$ cat src/rtl/can_crc_engine.sv
//==============================================================================
// Module   : can_crc_engine
// Brief    : Parametrised CAN CRC engine with accumulate/hold/serial-out FSM.
//            Optional registered compare against crc_exp: CAN_CRC_CHK_EN.
// Revision : 1.0 - initial release
//==============================================================================
`default_nettype none

module can_crc_engine #(
    parameter int               U_DLY = 1,
    parameter int               CRC_W = 15,
    parameter logic [CRC_W-1:0] POLY  = 15'h4599,
    parameter logic [CRC_W-1:0] INIT  = '0,
    parameter int               DIN_W = 1
) (
    input  logic             clk,
    input  logic             rst,
    input  logic             initialize,
    input  logic             din_vld,
    input  logic [DIN_W-1:0] din,
    input  logic             din_last,
    output logic [CRC_W-1:0] crc,
    output logic             crc_rdy,
    output logic             crc_zero,
    input  logic             ser_req,
    input  logic             ser_en,
    output logic             ser_bit,
    output logic             ser_vld,
    output logic             ser_done,
`ifdef CAN_CRC_CHK_EN
    input  logic [CRC_W-1:0] crc_exp,
`endif
    output logic             crc_err
);

    localparam int               c_cnt_w   = $clog2(CRC_W);
    localparam logic [c_cnt_w-1:0] c_cnt_top = c_cnt_w'(CRC_W - 1);
    localparam logic [c_cnt_w-1:0] c_cnt_one = c_cnt_w'(1);

    localparam logic [1:0] c_st_idle  = 2'd0;
    localparam logic [1:0] c_st_calc  = 2'd1;
    localparam logic [1:0] c_st_hold  = 2'd2;
    localparam logic [1:0] c_st_shift = 2'd3;

    // U_DLY is retained for drop-in compatibility; synthesizable code applies no delay.
    if (CRC_W < 8 || CRC_W > 32 || DIN_W < 1 || DIN_W > 8 || U_DLY < 0) begin : g_bad_param
        $error("can_crc_engine: parameter out of range");
    end

    logic [1:0]         r_state;
    logic [1:0]         w_state_nxt;
    logic [CRC_W-1:0]   r_crc;
    logic [CRC_W-1:0]   w_crc_nxt;
    logic [CRC_W-1:0]   w_beat;
    logic [c_cnt_w-1:0] r_cnt;
    logic [c_cnt_w-1:0] w_cnt_nxt;
    logic               r_done;
    logic               w_done_nxt;

    function automatic logic [CRC_W-1:0] f_crc_step(input logic [CRC_W-1:0] c, input logic b);
        logic [CRC_W-1:0] s;
        s = {c[CRC_W-2:0], 1'b0};
        return (b ^ c[CRC_W-1]) ? (s ^ POLY) : s;
    endfunction

    // MSB of din is the earliest bit on the wire.
    always_comb begin
        w_beat = r_crc;
        for (int i = DIN_W - 1; i >= 0; i--) begin
            w_beat = f_crc_step(w_beat, din[i]);
        end
    end

    always_ff @(posedge clk) begin
        if (rst || initialize) begin
            r_state <= c_st_idle;
            r_crc   <= INIT;
            r_cnt   <= '0;
            r_done  <= 1'b0;
        end else begin
            r_state <= w_state_nxt;
            r_crc   <= w_crc_nxt;
            r_cnt   <= w_cnt_nxt;
            r_done  <= w_done_nxt;
        end
    end

    always_comb begin
        w_state_nxt = r_state;
        w_crc_nxt   = r_crc;
        w_cnt_nxt   = r_cnt;
        w_done_nxt  = 1'b0;
        case (r_state)
            c_st_idle, c_st_calc: begin
                if (din_vld) begin
                    w_crc_nxt   = w_beat;
                    w_state_nxt = din_last ? c_st_hold : c_st_calc;
                end
            end
            c_st_hold: begin
                if (ser_req) begin
                    w_state_nxt = c_st_shift;
                    w_cnt_nxt   = c_cnt_top;
                end
            end
            c_st_shift: begin
                if (ser_en) begin
                    if (r_cnt == '0) begin
                        w_state_nxt = c_st_idle;
                        w_done_nxt  = 1'b1;
                    end else begin
                        w_cnt_nxt = r_cnt - c_cnt_one;
                    end
                end
            end
            default: w_state_nxt = c_st_idle;
        endcase
    end

    assign crc      = r_crc;
    assign crc_rdy  = (r_state == c_st_hold);
    assign crc_zero = (r_state == c_st_hold) && (r_crc == '0);
    assign ser_vld  = (r_state == c_st_shift);
    assign ser_bit  = (r_state == c_st_shift) ? r_crc[r_cnt] : 1'b0;
    assign ser_done = r_done;

`ifdef CAN_CRC_CHK_EN
    logic r_err;
    logic w_hold_entry;

    assign w_hold_entry = ((r_state == c_st_idle) || (r_state == c_st_calc)) && din_vld && din_last;

    // Compare the value being loaded into HOLD, so the flag is valid alongside crc_rdy.
    always_ff @(posedge clk) begin
        if (rst || initialize) begin
            r_err <= 1'b0;
        end else if (w_hold_entry) begin
            r_err <= (w_beat != crc_exp);
        end
    end

    assign crc_err = r_err;
`else
    assign crc_err = 1'b0;
`endif

endmodule

`default_nettype wire

$ cat config.mk
export PLATFORM = sky130hd
export DESIGN_NAME = can_crc_engine
export DESIGN_NICKNAME = d
export VERILOG_FILES = /design/src/rtl/can_crc_engine.sv
export SDC_FILE = /design/constraint.sdc
export NUM_CORES = 1
export LEC_CHECK = 0
export BUFFER_PORTS_ARGS = -buffer_cell sky130_fd_sc_hd__buf_4
export CORE_MARGIN = 2
export CORE_UTILIZATION = 45
export CTS_CLUSTER_DIAMETER = 60
export DETAILED_ROUTE_END_ITERATION = 8
export PLACE_DENSITY_LB_ADDON = 0.3
export SLEW_MARGIN = 20
export SYNTH_ARGS = -nofsm -noshare
export SYNTH_HDL_FRONTEND = slang
export SYNTH_SLANG_ARGS = --single-unit
$ cat constraint.sdc
create_clock -name clk -period 2.7 [get_ports clk]
set_input_delay 0.135 -clock clk [delete_from_list [all_inputs] [get_ports clk]]
set_output_delay 0.135 -clock clk [all_outputs]
set_load 0.02 [all_outputs]
==> flow_metrics.py, run 1 <==
metrics = {
    "placed_design": {
        "io_buffers": 27,
        "gp_congestion": 0.955,
        "dpl.hpwl_mm": 1.94,
        "post-place-ws_ns": 0.956,
        "dpl_cell_area_um2": 1350,
    },
    "critical_path": {
        "worstPathRequired_ns": 2.57,
        "crit_type": "register to output port",
        "reg2regPathDepth": 6,
        "r2r_end": "r_cnt[3]$_SDFFE_PP0P_",
        "r2r-start": "r_cnt[1]$_SDFFE_PP0P_",
        "reg2reg_slack_ns": 0.89,
        "critPathLaunchType": "register",
        "end_kind": "output port",
        "worstPathArrival_ns": 1.85,
        "crit_fanout": 12,
    },
    "routing": {
        "vias": 1107,
        "ant_nets": 0,
        "firstDrtPassIters": 4,
        "routed_wl_mm": 2.63,
        "drc": 0,
        "routed_via_density": 5.71,
        "drtIter0Drc": 16,
        "wl_per_cell_um": 13.6,
    },
    "sta": {
        "layout_setup_ws_ns": 0.710,
        "slew_headroom": 0.615,
        "setup_viol": 0,
        "worst_pin_slew_ns": 0.577,
        "fin_tns_setup_ns": 0,
        "grt_setup_unrepaired": "no",
        "period_share": 0.737,
        "finalMaxSlewViolations": 0,
        "hold_viol": 0,
        "fmax_mhz": 503,
        "post-route-min-period_ns": 1.99,
        "finalClockSkew_ns": 0.0173,
    },
    "floorplanning": {
        "die_h_um": 56.1,
        "coreArea_um2": 2520,
        "die_w_um": 56.1,
        "rows": 18,
        "start_util": 0.485,
        "io_pins": 29,
        "die_area_um2": 3150,
    },
    "clock_network": {
        "cts_made_buffers": 3,
        "clkSlewWorstSetupHoldPaths_ns": 0.12,
        "cts_tree": "yes",
        "cts_resized": 0,
        "clock_latency_ns": 0.31,
        "h-tree-depth": 1,
        "cts-root-buf": "clkbuf_4",
        "cts_buffer_depth": 2,
        "cts_setup_buffers": 0,
        "cts.sinks": 22,
        "cts_hold_buf": 0,
    },
    "hold_path": {
        "hold_start": "din_last",
        "min_path_type": "input port to register",
        "hold_path_depth": 2,
        "holdPathEnd": "r_state[0]$_SDFFE_PP0P_",
    },
    "synth": {
        "synth_fp_nets": 160,
        "synth.area.mux_share": 0.0542,
        "syn_area_um2": 1220,
        "avgSynthCellArea_um2": 8.10,
        "synth_xor_area_frac": 0.0562,
        "yosys.area_share.simple": 0.238,
        "synth-compound-area-share": 0.172,
        "ys.warnings.count": 0,
        "ys_types": 38,
        "yosysSeqAreaShare": 0.360,
        "synthAdderAreaFrac": 0.0102,
        "syn_inst": 151,
        "synth_top_family_by_area": "simple AND/OR/NAND/NOR gates",
        "ys_ff_latch": 22,
    },
    "final_layout": {
        "multi_input_area_um2": 653,
        "regArea_um2": 440,
        "layout_common_cells": "30 x nand2_1, 28 x buf_4, 22 x dfxtp_1, 13 x a21oi_1, 9 x nor2_1",
        "syn_to_final_growth_pct": 14.8,
        "final_common_cell": "nand2_1",
        "utilization": 0.557,
        "fillers": 247,
        "diodes": 0,
        "drive_gt1_frac": 0.262,
        "nNetsFinal": 174,
        "final_cell_area_um2": 1410,
    },
    "status": {
        "status": "finished, final reports clean",
    },
    "grt": {
        "grt-ovfl-total": 0,
        "antenna_found_initial": 0,
        "grt_max_degree": 23,
        "grt_pass1_wl_mm": 4.58,
        "track_usage": 0.179,
        "grt_pass1_vias": 1003,
    },
    "power": {
        "vdd_drop_max_v": 0.000319,
        "p_leak_nw": 0.529,
        "p_per_area_nw_per_um2": 479,
        "total_power_mw": 0.673,
    },
    "run": {
        "drv_cap": 0,
    },
}
==> synthesized netlist by cell type (all sizes together) <==
| cell | number | share of area |
|---|---|---|
| a21oi | 18 | 0.089 |
| o21ai | 2 | 0.0082 |
| o221ai | 1 | 0.0072 |
| ha | 1 | 0.010 |
| nor3b | 1 | 0.0061 |
| clkbuf | 3 | 0.0092 |
| or2 | 1 | 0.0051 |
| and2 | 1 | 0.0051 |
| mux2 | 1 | 0.0092 |
| nand2 | 30 | 0.092 |
| nor2 | 9 | 0.028 |
| nor2b | 3 | 0.015 |
| or3b | 1 | 0.0072 |
| a22oi | 1 | 0.0061 |
| nand3 | 3 | 0.012 |
| nor4 | 5 | 0.026 |
| o32ai | 1 | 0.0072 |
| o31ai | 1 | 0.0061 |
| buf | 16 | 0.088 |
| dfxtp | 22 | 0.36 |
| o311ai | 1 | 0.0072 |
| a211oi | 2 | 0.012 |
| mux4 | 2 | 0.037 |
| nand2b | 2 | 0.010 |
| o2bb2ai | 1 | 0.0072 |
| nand4 | 2 | 0.010 |
| a2111oi | 2 | 0.014 |
| xor2 | 6 | 0.049 |
| nor3 | 4 | 0.016 |
| conb | 1 | 0.0031 |
| xnor2 | 1 | 0.0072 |
| mux2i | 1 | 0.0082 |
| a41oi | 1 | 0.0072 |
| inv | 3 | 0.0092 |
| or3 | 1 | 0.0051 |
==> worst max-delay path by stage <==
| stage | startpoint | to | cells past startpoint |
|---|---|---|---|
| after floorplan | r_state[1]$_SDFFE_PP0P_ | crc_zero | 4 |
| after global placement | r_cnt[1]$_SDFFE_PP0P_ | r_cnt[0]$_SDFFE_PP0P_ | 5 |
| after detailed placement | r_cnt[1]$_SDFFE_PP0P_ | r_cnt[3]$_SDFFE_PP0P_ | 6 |
| after CTS | r_cnt[2]$_SDFFE_PP0P_ | ser_bit | 4 |
| after global routing | r_cnt[2]$_SDFFE_PP0P_ | ser_bit | 4 |
| final | r_cnt[2]$_SDFFE_PP0P_ | ser_bit | 4 |
==> per-layer routing <==
| layer | GRT usage | vias up | wire, µm |
|---|---|---|---|
| met5 | 0 | - | 0 |
| met4 | 0.0544 | 0 | 29 |
| met3 | 0.0372 | 4 | 94 |
| met2 | 0.289 | 27 | 1300 |
| met1 | 0.241 | 532 | 1210 |
| li1 | - | 544 | - |
==> per-stage QoR <==
stage               hold slack (ns)  instances
global route                 0.0598        194
CTS                          0.0381        194
detailed placement            0.368        190
floorplan                     0.246        151
finish                       0.0539        194
global placement              0.347        190
==> power by group <==
| part | total [mW] | switching (mW) | leakage [nW] | internal (mW) |
|---|---|---|---|---|
| Sequential | 0.342 | 0.0107 | 0.178 | 0.331 |
| Combinational | 0.0778 | 0.0460 | 0.322 | 0.0318 |
| Clock | 0.254 | 0.104 | 0.0279 | 0.150 |
==> cells by family (layout without fill, tap and decap cells) <==
kind of cell | after synthesis | count (layout)
muxes | 4 | 4
AOI/OAI and AO/OA | 31 | 31
adders and majority gates | 1 | 1
other | 1 | 1
DFF | 22 | 22
and+or+nand+nor | 63 | 63
xor gates and xnor gates | 7 | 7
buffers and inverters | 22 | 35
==> area by class of cell <==
type,instances,share of cell area
Clock buffer,3,0.0160
Clock inverter,1,0.0214
Inverter,3,0.00801
Multi-Input combinational cell,107,0.465
Sequential cell,22,0.313
Tap cell,30,0.0267
Timing Repair Buffer,28,0.150
==> flip-flops by register name, summed over array words and instances (netlist names) <==
register  count
crc          15
r_state       2
ser_done      1
r_cnt         4
==> worst max-delay path, stage by stage (launching register included) <==
cell and delay (ns):
dfxtp_1 0.58, mux2_2 0.38, o311ai_0 0.30, o32ai_1 0.12, buf_4 0.17
Power figures use the tool's default switching activity.
==> run 2: changes to the inputs <==
- clock period: 2.7 -> 1.9 ns (I/O delays scaled with it)
==> flow_metrics.py, run 2 (synthesized netlist as in run 1, its figures left out) <==
metrics = {
    "placed_design": {
        "gp_congestion": 0.966,
        "io_buffers": 27,
        "dpl.hpwl_mm": 1.98,
        "placed_cells": 192,
    },
    "grt": {
        "grt_pass1_wl_mm": 4.35,
        "antenna_found_initial": 0,
        "grt_max_degree": 23,
        "grt_pass1_vias": 954,
        "track_usage": 0.171,
        "grt-ovfl-total": 0,
    },
    "critical_path": {
        "path_buf_inv": 1,
        "worstPathRequired_ns": 1.80,
        "r2r-start": "r_cnt[0]$_SDFFE_PP0P_",
        "worstPathArrival_ns": 1.69,
        "critical-path-top-delay-family": "multiplexers",
        "crit_start": "r_cnt[1]$_SDFFE_PP0P_",
        "end_kind": "output port",
        "crit_type": "register to output port",
        "critPathLaunchType": "register",
        "reg2reg_slack_ns": 0.20,
        "crit_fanout": 9,
        "crit_chain": "mux4_2 -> nor2_1 -> o32ai_1 -> buf_4",
        "cpPeakStageDelay_ns": 0.53,
        "cpMaxStageDelayCell": "mux4_2",
    },
    "routing": {
        "drtIter0Drc": 41,
        "firstDrtPassIters": 4,
        "routed_wl_mm": 2.76,
        "ant_nets": 0,
        "wl_per_cell_um": 14.0,
        "drc": 0,
        "routed_via_density": 5.62,
        "vias": 1108,
    },
    "final_layout": {
        "syn_to_final_growth_pct": 17.5,
        "drive_gt1_frac": 0.293,
        "nNetsFinal": 177,
        "final_cells": 197,
        "diodes": 0,
        "largest_reg_flops": 15,
        "layout_common_cells": "30 x nand2_1, 30 x buf_4, 18 x dfxtp_1, 13 x a21oi_1, 9 x nor2_1",
    },
    "floorplanning": {
        "coreArea_um2": 2520,
        "die_h_um": 56.1,
        "start_util": 0.485,
        "io_pins": 29,
        "rows": 18,
        "die_area_um2": 3150,
        "die_w_um": 56.1,
    },
    "sta": {
        "setup_viol": 0,
        "period_share": 0.941,
        "finalClockSkew_ns": 0.0126,
        "post-route-min-period_ns": 1.79,
        "whs_ns": 0.0636,
        "finalMaxSlewViolations": 0,
        "grt_setup_unrepaired": "no",
        "fin_tns_setup_ns": 0,
        "hold_viol": 0,
        "fmax_mhz": 559,
    },
    "power": {
        "p_leak_nw": 0.545,
        "vdd_drop_max_v": 0.000664,
        "p_per_area_nw_per_um2": 671,
    },
    "hold_path": {
        "min_path_type": "input port to register",
        "hold_start": "ser_req",
    },
    "clock_network": {
        "cts_made_buffers": 3,
        "h-tree-depth": 1,
        "cts-root-buf": "clkbuf_4",
        "clock_latency_ns": 0.32,
        "cts.sinks": 22,
        "cts_buffer_depth": 2,
        "cts_tree": "yes",
        "clkSlewWorstSetupHoldPaths_ns": 0.13,
    },
    "status": {
        "status": "finished, final reports clean",
    },
    "run": {
        "drv_cap": 0,
    },
}
run 2: per-layer routing:
metal | vias to the layer above | GRT usage | part of all wire
li1 | 547 | - | -
met1 | 514 | 0.228 | 0.44
met2 | 43 | 0.279 | 0.49
met3 | 4 | 0.0512 | 0.061
met4 | 0 | 0.0272 | 0.0072
met5 | - | 0 | 0
run 2: power by group:
part           switching (mW)  internal [mW]
combinational          0.0668         0.0485
sequential             0.0150          0.469
clock                   0.151          0.214
total                   0.233          0.732
run 2: final timing paths:
kind | cells after the start | to
worst max-delay path | 4 | ser_bit
worst min-delay path | 4 | r_cnt[0]$_SDFFE_PP0P_
worst max register to register | 6 | r_cnt[3]$_SDFFE_PP0P_
worst min register to register | 2 | crc[6]$_SDFFE_PP0P_
run 2: what timing repair did:
| action | 4_1_cts | 5_1_grt |
|---|---|---|
| endpoints found under the hold margin | 1 | 0 |
| setup buffers | 0 | 0 |
| hold buffers | 1 | 0 |
| endpoints found under the setup margin | 1 | 2 |
| gates resized for setup | 1 | 4 |
run 2: layout make-up:
| class | count | area [µm²] |
|---|---|---|
| timing repair buffer | 31 | 235 |
| inverter | 3 | 11.3 |
| clock inverter | 1 | 30.0 |
| sequential | 22 | 448 |
| fill | 242 | 1080 |
| tap | 30 | 37.5 |
| clock buffer | 3 | 22.5 |
| multi-input combinational | 107 | 653 |
run 2: worst min-delay path, stage by stage:
cell,delay [ns]
buf_4,0.09
o21ai_0,0.06
nand2_1,0.06
a21oi_1,0.05
run 2: metrics by stage:
step           utilization  total power, mW  instance area, µm²  worst slack, ns
2_1_floorplan            -            0.576                1220            0.178
3_3_place_gp         0.542            0.607                1370            0.275
3_5_place_dp         0.542            0.609                1370            0.158
4_1_cts              0.567            0.974                1430           0.0517
5_1_grt              0.570            0.999                1440           0.0160
6_report             0.570            0.964                1440            0.112
==> run 3: changes to the inputs <==
- ABC_AREA: unset -> 1
==> flow_metrics.py, run 3 <==
metrics = {
    "status": {
        "status": "finished, violations left",
        "violations": "design-rule violations",
    },
    "final_layout": {
        "syn_to_final_growth_pct": 14.4,
        "final_common_cell": "nand2_1",
        "multi_input_area_um2": 669,
        "layout_common_cells": "31 x nand2_1, 28 x buf_4, 25 x inv_1, 22 x nand3_1, 21 x dfxtp_1",
        "diodes": 0,
        "largest_reg_flops": 15,
        "fillers": 300,
        "nNetsFinal": 221,
        "final_cells": 242,
        "drive_gt1_frac": 0.256,
        "regArea_um2": 442,
    },
    "critical_path": {
        "cpPeakStageDelay_ns": 0.50,
        "crit_start": "r_cnt[0]$_SDFFE_PP0P_",
        "critical-path-top-delay-family": "flip-flops",
        "cp-endpoint": "ser_bit",
        "r2r_end": "r_cnt[2]$_SDFFE_PP0P_",
        "cpMaxStageDelayCell": "dfxtp_1",
        "path_buf_inv": 2,
        "crit_type": "register to output port",
        "crit_path_frequent_cell": "nand3_1",
        "r2r-start": "r_cnt[0]$_SDFFE_PP0P_",
        "worstPathArrival_ns": 1.63,
        "end_kind": "output port",
        "crit_chain": "inv_2 -> nand2_1 -> nand3_1 -> nand3_1 -> nand3_1 -> a21oi_1 -> buf_4",
        "cp.depth": 7,
        "critPathLaunchType": "register",
        "reg2reg_slack_ns": 0.36,
        "worstPathRequired_ns": 1.80,
        "crit_fanout": 11,
        "reg2regPathDepth": 6,
    },
    "synth": {
        "syn_area_um2": 1340,
        "synth_edf_count": 0,
        "synth_area_leader_cell": "dfxtp_1",
        "syn_inst": 194,
        "yosysSeqAreaShare": 0.328,
        "yosys-top-cells-area": "dfxtp_1 33%, nand2_1 8.7%, nand3_1 8.2%",
        "synthArstFlopShare": 0,
        "avgSynthCellArea_um2": 6.93,
        "ys.warnings.count": 0,
        "ys_ff_latch": 22,
        "synthFlopType": "dfxtp_1",
        "ys_top_cells_by_count": "31 x nand2_1, 25 x inv_1, 22 x dfxtp_1, 22 x nand3_1, 18 x a21oi_1",
        "synth.most_common_cell": "nand2_1",
        "synth_fp_nets": 203,
        "ys_types": 27,
        "yosys.area.top_type_share": 0.328,
    },
    "power": {
        "swShare": 0.286,
        "p_clk_frac": 0.349,
        "p_sw_mw": 0.309,
        "total_power_mw": 1.08,
        "p_leak_nw": 0.754,
        "p_per_area_nw_per_um2": 702,
        "intPower_mw": 0.771,
        "vdd_drop_max_v": 0.000556,
        "sequentialPowerShare": 0.464,
        "combPwrFrac": 0.187,
    },
    "clock_network": {
        "cts_setup_buffers": 0,
        "cts.sinks": 22,
        "cts_hold_buf": 0,
        "clock_latency_ns": 0.33,
        "cts-root-buf": "clkbuf_4",
        "cts_tree": "yes",
        "h-tree-depth": 1,
        "cts_made_buffers": 3,
        "clkSlewWorstSetupHoldPaths_ns": 0.13,
        "cts_buffer_depth": 2,
    },
    "grt": {
        "grt-ovfl-total": 0,
        "grt_max_degree": 31,
        "grt_pass1_wl_mm": 5.00,
        "antenna_found_initial": 0,
        "grt_pass1_vias": 1137,
        "track_usage": 0.189,
    },
    "floorplanning": {
        "die_w_um": 58.6,
        "die_area_um2": 3440,
        "io_pins": 29,
        "die_h_um": 58.6,
        "coreArea_um2": 2810,
        "rows": 19,
        "start_util": 0.479,
    },
    "sta": {
        "hold_viol": 0,
        "period_share": 0.909,
        "finalClockSkew_ns": 0.00349,
        "grt_setup_unrepaired": "no",
        "post-route-min-period_ns": 1.73,
        "setup_viol": 0,
        "finalMaxSlewViolations": 0,
        "fmax_mhz": 579,
        "fin_tns_setup_ns": 0,
    },
    "routing": {
        "vias": 1224,
        "drtIter0Drc": 46,
        "wl_per_cell_um": 11.8,
        "routed_via_density": 5.06,
        "ant_nets": 0,
        "firstDrtPassIters": 6,
        "drc": 2,
        "routed_wl_mm": 2.86,
    },
    "placed_design": {
        "dpl.hpwl_mm": 2.10,
        "placed_cells": 238,
        "io_buffers": 27,
        "gp_congestion": 0.812,
    },
    "hold_path": {
        "min_path_type": "input port to register",
    },
    "run": {
        "drv_cap": 0,
    },
}
## run 3: cell families after synthesis
group / count (synthesis) / synth area share
buffers and inverters: 48 / 0.179
XOR/XNOR: 6 / 0.0531
other: 1 / 0.00279
AND/OR/NAND/NOR: 77 / 0.277
adder cells (fa/ha/maj): 1 / 0.00931
AO/OA/AOI/OAI: 39 / 0.151
flip-flops: 22 / 0.328
## run 3: per-stage QoR
step / util / hold slack (ns) / worst slack [ns] / cell area, µm²
after CTS: 0.545 / 0.0148 / 0.0819 / 1530
after global routing: 0.548 / 0.0153 / 0.0138 / 1540
final: 0.548 / 0.0156 / 0.173 / 1540
after global placement: 0.527 / 0.375 / 0.417 / 1480
after floorplan: - / 0.235 / 0.408 / 1340
after detailed placement: 0.527 / 0.372 / 0.387 / 1480
## run 3: worst min path at each step
| stage | start | to | cells past startpoint |
|---|---|---|---|
| finish | ser_en | ser_done$_SDFF_PP0_ | 3 |
| CTS | ser_en | ser_done$_SDFF_PP0_ | 3 |
| floorplan | ser_en | ser_done$_SDFF_PP0_ | 2 |
| detailed placement | ser_en | ser_done$_SDFF_PP0_ | 3 |
| global route | ser_en | ser_done$_SDFF_PP0_ | 3 |
| global placement | ser_en | ser_done$_SDFF_PP0_ | 3 |
## run 3: layout make-up
class,count,area share
inverters,33,0.0814
clock buffers,3,0.0146
well taps,31,0.0252
repair buffers,28,0.137
multi-input cells,124,0.435
flip-flops and latches,22,0.287
clock inverters,1,0.0195
## run 3: per-layer routing
layer  track usage  part of all wire
met1         0.255              0.49
met2         0.299              0.45
met3        0.0396             0.038
met4        0.0682             0.024
met5             0                 0
## run 3: worst reg2reg max path, stage by stage (launching register included)
cell and delay [ns]:
dfxtp_1 0.50, inv_2 0.15, ha_1 0.26, or2_2 0.30
nand3_1 0.07, nand3_1 0.09, a21oi_2 0.13
## run 3: timing repair
| action | 4_1_cts | 5_1_grt |
|---|---|---|
| setup endpoints to repair | 0 | 1 |
| endpoints found under the hold margin | 0 | 0 |
| gates resized for setup | 0 | 2 |
## run 3: power by group through the flow
stage                     combinational [mW]  sequential [mW]  clock (mW)
after global placement                 0.198            0.511           0
after detailed placement               0.199            0.511           0
final                                  0.202            0.501       0.377
after floorplan                        0.150            0.514           0
after CTS                              0.201            0.501       0.384
after global routing                   0.227            0.504       0.398
